[config.mk]
export PLATFORM = sky130hd
export DESIGN_NAME = if_id_buffer
export DESIGN_NICKNAME = d
export VERILOG_FILES = /design/src/rtl/if_id_buffer.sv
export SDC_FILE = /design/constraint.sdc
export NUM_CORES = 1
export LEC_CHECK = 0
export ABC_AREA = 1
export BUFFER_PORTS_ARGS = -buffer_cell sky130_fd_sc_hd__buf_2
export CAP_MARGIN = 40
export CORE_MARGIN = 5
export CORE_UTILIZATION = 42
export CTS_BUF_LIST = sky130_fd_sc_hd__clkbuf_4 sky130_fd_sc_hd__clkbuf_8
export CTS_CLUSTER_SIZE = 20
export DETAILED_ROUTE_END_ITERATION = 12
export PLACE_DENSITY_LB_ADDON = 0.15
export SYNTH_ARGS = -nofsm -noshare
export SYNTH_HDL_FRONTEND = slang
export SYNTH_SLANG_ARGS = --single-unit
[constraint.sdc]
create_clock -name clk -period 6 [get_ports clk]
set_clock_uncertainty 0.2 [all_clocks]
set_input_delay 1.2 -clock clk [delete_from_list [all_inputs] [get_ports clk]]
set_output_delay 1.2 -clock clk [all_outputs]
set_load 0.02 [all_outputs]
[src/rtl/if_id_buffer.sv]
// if_id_buffer: fetch-to-decode skid FIFO between the IF and ID stages.
// A DEPTH-entry circular buffer of {instr, pc, pc_plus_4}. The head entry is
// presented combinationally on D_*; a NOP with zero PCs is shown when empty.
// Fetch is stalled only when the buffer is full and not draining this cycle.
// E_flush discards everything and drops that cycle's push and pop.
//
// Optional build macro: IF_ID_PERF_CNT_EN adds the stall_cycles and
// flushed_entries performance counters (absent in the default build).
module if_id_buffer #(
  parameter int          DEPTH     = 2,
  parameter logic [31:0] NOP_INSTR = 32'h0000_0013
) (
  input  logic        clk,
  input  logic        reset_n,
  input  logic        F_valid,
  input  logic [31:0] F_instr,
  input  logic [31:0] F_pc_current,
  input  logic [31:0] F_pc_plus_4,
  output logic        F_stall_pc,
  input  logic        D_ready,
  input  logic        E_flush,
  output logic        D_valid,
  output logic [31:0] D_instr,
  output logic [31:0] D_pc,
  output logic [31:0] D_pc_plus_4
`ifdef IF_ID_PERF_CNT_EN
  ,
  output logic [31:0] stall_cycles,
  output logic [31:0] flushed_entries
`endif
);

  localparam int PTR_W = (DEPTH > 1) ? $clog2(DEPTH) : 1;
  localparam int CNT_W = PTR_W + 1;

  // Entry storage; deliberately not reset, validity comes from count_q.
  logic [31:0] instr_q [DEPTH];
  logic [31:0] pc_q    [DEPTH];
  logic [31:0] pc4_q   [DEPTH];

  logic [PTR_W-1:0] wr_ptr_q, wr_ptr_d;
  logic [PTR_W-1:0] rd_ptr_q, rd_ptr_d;
  logic [CNT_W-1:0] count_q, count_d;

  logic push;
  logic pop;
  logic full;

  assign full       = (count_q == CNT_W'(DEPTH));
  assign D_valid    = (count_q != '0);
  // A full buffer that is draining this cycle frees a slot, so fetch may push.
  assign F_stall_pc = full & ~(D_valid & D_ready);
  assign push       = F_valid & ~F_stall_pc & ~E_flush;
  assign pop        = D_valid & D_ready & ~E_flush;

  // Present the head entry, or a NOP bubble with zero PCs when empty.
  always_comb begin
    D_instr     = NOP_INSTR;
    D_pc        = '0;
    D_pc_plus_4 = '0;
    if (D_valid) begin
      D_instr     = instr_q[rd_ptr_q];
      D_pc        = pc_q[rd_ptr_q];
      D_pc_plus_4 = pc4_q[rd_ptr_q];
    end
  end

  // Next pointer/count; flush wins over push and pop. DEPTH is a power of two,
  // so pointers wrap naturally at PTR_W bits.
  always_comb begin
    wr_ptr_d = wr_ptr_q;
    rd_ptr_d = rd_ptr_q;
    count_d  = count_q;
    if (E_flush) begin
      wr_ptr_d = '0;
      rd_ptr_d = '0;
      count_d  = '0;
    end else begin
      if (push) wr_ptr_d = wr_ptr_q + PTR_W'(1);
      if (pop)  rd_ptr_d = rd_ptr_q + PTR_W'(1);
      case ({push, pop})
        2'b10:   count_d = count_q + CNT_W'(1);
        2'b01:   count_d = count_q - CNT_W'(1);
        default: count_d = count_q;
      endcase
    end
  end

  // Pointer and occupancy registers; reset empties the buffer immediately.
  always_ff @(posedge clk or negedge reset_n) begin
    if (!reset_n) begin
      wr_ptr_q <= '0;
      rd_ptr_q <= '0;
      count_q  <= '0;
    end else begin
      wr_ptr_q <= wr_ptr_d;
      rd_ptr_q <= rd_ptr_d;
      count_q  <= count_d;
    end
  end

  // Write the fetched entry at the tail on an accepted push.
  always_ff @(posedge clk) begin
    if (push) begin
      instr_q[wr_ptr_q] <= F_instr;
      pc_q[wr_ptr_q]    <= F_pc_current;
      pc4_q[wr_ptr_q]   <= F_pc_plus_4;
    end
  end

`ifdef IF_ID_PERF_CNT_EN
  logic [31:0] stall_cycles_q;
  logic [31:0] flushed_entries_q;

  assign stall_cycles    = stall_cycles_q;
  assign flushed_entries = flushed_entries_q;

  // Free-running (wrapping) counts of stalled cycles and discarded entries.
  always_ff @(posedge clk or negedge reset_n) begin
    if (!reset_n) begin
      stall_cycles_q    <= '0;
      flushed_entries_q <= '0;
    end else begin
      if (F_stall_pc) stall_cycles_q <= stall_cycles_q + 32'd1;
      if (E_flush)    flushed_entries_q <= flushed_entries_q + 32'(count_q);
    end
  end
`endif

endmodule

==> results.tsv <==
stage	metric	value	unit
sta	setup TNS	0	ps
power_and_ir_drop	leakage power	3.62	nW
yosys	leading area contributor after synthesis	edfxtp_1	
die	Die Span Y	143	um
place	# port buffers	198	
sta	final hold viol count	0	
clocking	Post-CTS Setup Bufs	0	
yosys	Seq/Total Area, Yosys	79.2	%
worst_setup_path	crit-path max cell delay	710	ps
clocking	Hold Buf Count CTS	0	
clocking	Max clock buf depth	2	
clocking	CTS buffer count	17	
job	# Max-Cap Violations	0	
yosys	warnings from Yosys	0	
power_and_ir_drop	P_int	2.21	mW
power_and_ir_drop	Psw	1.16	mW
global_routing	first-pass GRT wire length	25.1	mm
die	starting density of the core	42.8	%
sta	Final min period	4000	ps
clocking	post-CTS resize count	0	
die	core area	17300	um^2
sta	Max Fclk	250	MHz
yosys	syn_area_per_cell	13.3	um^2
power_and_ir_drop	clock share of power	22.2	%
die	row count	48	
clocking	H-tree Lvls	4	
final_layout	commonest non-fill, non-tap cell in the layout	nand2_1	
clocking	Root Driver	clkbuf_8	
worst_setup_path	critical path type	reg -> out	
status	status	finished, final reports clean	
yosys	area share of the largest cell type after synthesis	77.8	%
place	dpl ws	2450	ps
worst_setup_path	r2r startpoint	rd_ptr_q$_DFFE_PN0P_	
global_routing	vias in the first global route	4968	
die	die area	20400	um^2
detailed_routing	Detailed Routing Iterations Pass 1	4	
power_and_ir_drop	Pwr Total	3.38	mW
worst_setup_path	Crit. End Element	output port	
power_and_ir_drop	Peak VDD IR	0.171	mV
clocking	CTS tree	done	
yosys	syn nets	656	
sta	RSZ-0062 raised after global routing	no	
clocking	Clock Sinks	196	
detailed_routing	DR WL/cell	16.3	um
final_layout	most frequent cells in the layout	nand2_1 (203), buf_2 (198), edfxtp_1 (192)	
global_routing	total congestion overflow	0	
worst_setup_path	Worst path slowest cell	dfrtp_4	
worst_setup_path	WP data required	4600	ps
sta	# setup viols final	0	
final_layout	fill count	1521	
worst_setup_path	R2R Setup Slk	3700	ps
global_routing	initial antenna violation count	2	
worst_setup_path	Bufs and invs on worst path	4	
yosys	#FFs+latches synth	196	
worst_setup_path	CP top delay family	buffers and inverters	
power_and_ir_drop	logic gate share of total power	29.4	%
detailed_routing	DR DRC count	0	
power_and_ir_drop	Pwr Density	374	nW/um^2
sta	Worst Tran Pin Value	661	ps
clocking	register clock-pin slew on the reported worst setup and hold paths	90	ps
final_layout	nets@finish	854	
global_routing	pin count of the biggest net entering global routing	56	
place	Placer Congestion	0.730	
detailed_routing	Via Count	4819	
clocking	latest clock arrival within the worst-skew pair	450	ps
yosys	Synth cell types	18	
worst_setup_path	Reg2Reg Depth	5	
power_and_ir_drop	Sw Ratio	34.5	%
worst_setup_path	crit-path cells	buf_12 -> clkinv_2 -> buf_4 -> nand2_1 -> a21oi_1 -> buf_2	
global_routing	Total GRT Usage	16.0	%
detailed_routing	Vias/cell	4.86	
sta	post-route clock period utilization	66.7	%
place	hpwl dp	10.4	mm
worst_setup_path	critical path arrival	2600	ps
sta	Pins Over Slew Limit	0	
final_layout	layout cells sized above 1	32.5	%
yosys	Syn Inst Count	555	
die	I/O pin cnt	199	
final_layout	Area Growth Syn to Fin	21.8	%
yosys	top cells by area, synth	edfxtp_1 (78%), nand2_1 (10%), a21oi_1 (6.4%)	
detailed_routing	Antenna Nets Post-Route	0	
yosys	Mapped Area	7410	um^2
die	die extent in x	143	um
worst_setup_path	CP Launch Type	flop	
detailed_routing	DRT Wirelength	16.2	mm
detailed_routing	initial detailed-routing violation count	233	
worst_setup_path	Reg2Reg Capture Point	rd_ptr_q$_DFFE_PN0P_	
min_path	class of the worst hold path	in -> async	
worst_setup_path	Max FO, Critical Path	55	
sta	max-slew headroom at the worst pin	55.9	%
power_and_ir_drop	Seq pwr share	48.3	%
sta	setup ws final	2000	ps
==> registers in the layout, indices dropped and copies added (netlist names) <==
name,cells
count_q,2
instr_q,64
pc4_q,64
pc_q,64
rd_ptr_q,1
wr_ptr_q,1
==> worst reg2reg max path: stages (launching register included) <==
cell and delay, ps:
dfrtp_4 710, buf_12 280, clkinv_2 110, buf_4 510, o21ai_0 190, a21oi_1 200
==> metrics by stage <==
step,utilization [%],hold slack [ps],std cells,area (um^2)
floorplan,-,289,555,7410
global placement,49.8,361,956,8610
detailed placement,50.2,372,959,8680
CTS,52.2,296,990,9020
global route,52.2,292,991,9030
finish,52.2,334,991,9030
==> layout make-up <==
type | count | area (um^2) | share of cell area (%)
repair buffers | 210 | 1130 | 12.5
well taps | 225 | 282 | 3.12
multi-input cells | 316 | 1360 | 15.0
clock buffers | 20 | 256 | 2.84
inverters | 12 | 46.3 | 0.513
diodes | 1 | 2.50 | 0.0277
clock inverters | 11 | 88.8 | 0.984
flip-flops and latches | 196 | 5870 | 65.0
==> cells in the mapped netlist <==
library cell	number
nand2_1	203
buf_6	1
nand3_2	1
o21ai_0	1
clkinv_2	1
inv_2	3
a21oi_1	94
nand4_1	1
buf_4	4
inv_1	8
o21bai_1	1
nand3_1	8
edfxtp_1	192
nand2_2	2
buf_2	20
clkbuf_1	6
nor2_1	5
dfrtp_1	4
==> kinds of logic (layout without fill, tap and decap cells) <==
logic type / Yosys count / in the layout / share of synthesized area, %
flip-flops: 196 / 196 / 79.2
AO/OA/AOI/OAI: 96 / 96 / 6.52
AND/OR/NAND/NOR: 220 / 220 / 11.5
buffers and inverters: 43 / 253 / 2.84
other: 0 / 1 / 0
==> how the worst max path moves through the flow <==
stage	endpoint	slack, ps	startpoint	cells past startpoint
5_1_grt	D_pc[27]	1800	rd_ptr_q$_DFFE_PN0P_	6
3_3_place_gp	instr_q[1][8]$_DFFE_PP_	2420	E_flush	5
6_report	D_pc[8]	2000	rd_ptr_q$_DFFE_PN0P_	6
3_5_place_dp	D_pc[4]	2450	rd_ptr_q$_DFFE_PN0P_	6
4_1_cts	D_pc[4]	1930	rd_ptr_q$_DFFE_PN0P_	6
2_1_floorplan	instr_q[0][0]$_DFFE_PP_	1370	E_flush	3
==> power groups by stage <==
stage	clock, mW	sequential (mW)	combinational, mW
after floorplan	0	1.64	0.652
after global placement	0	1.69	0.956
after detailed placement	0	1.67	1.02
after CTS	0.777	1.63	1.02
after global routing	0.838	1.64	1.09
final	0.751	1.63	0.995
==> routing by layer <==
layer  wire [um]  share of wire (%)  global-route usage [%]
met3        1560                9.7                    6.13
met4         224                1.4                    6.05
met5          13              0.080                       0
met1        6360                 39                    18.9
met2        7990                 49                    26.7
Power figures use the tool's default switching activity.
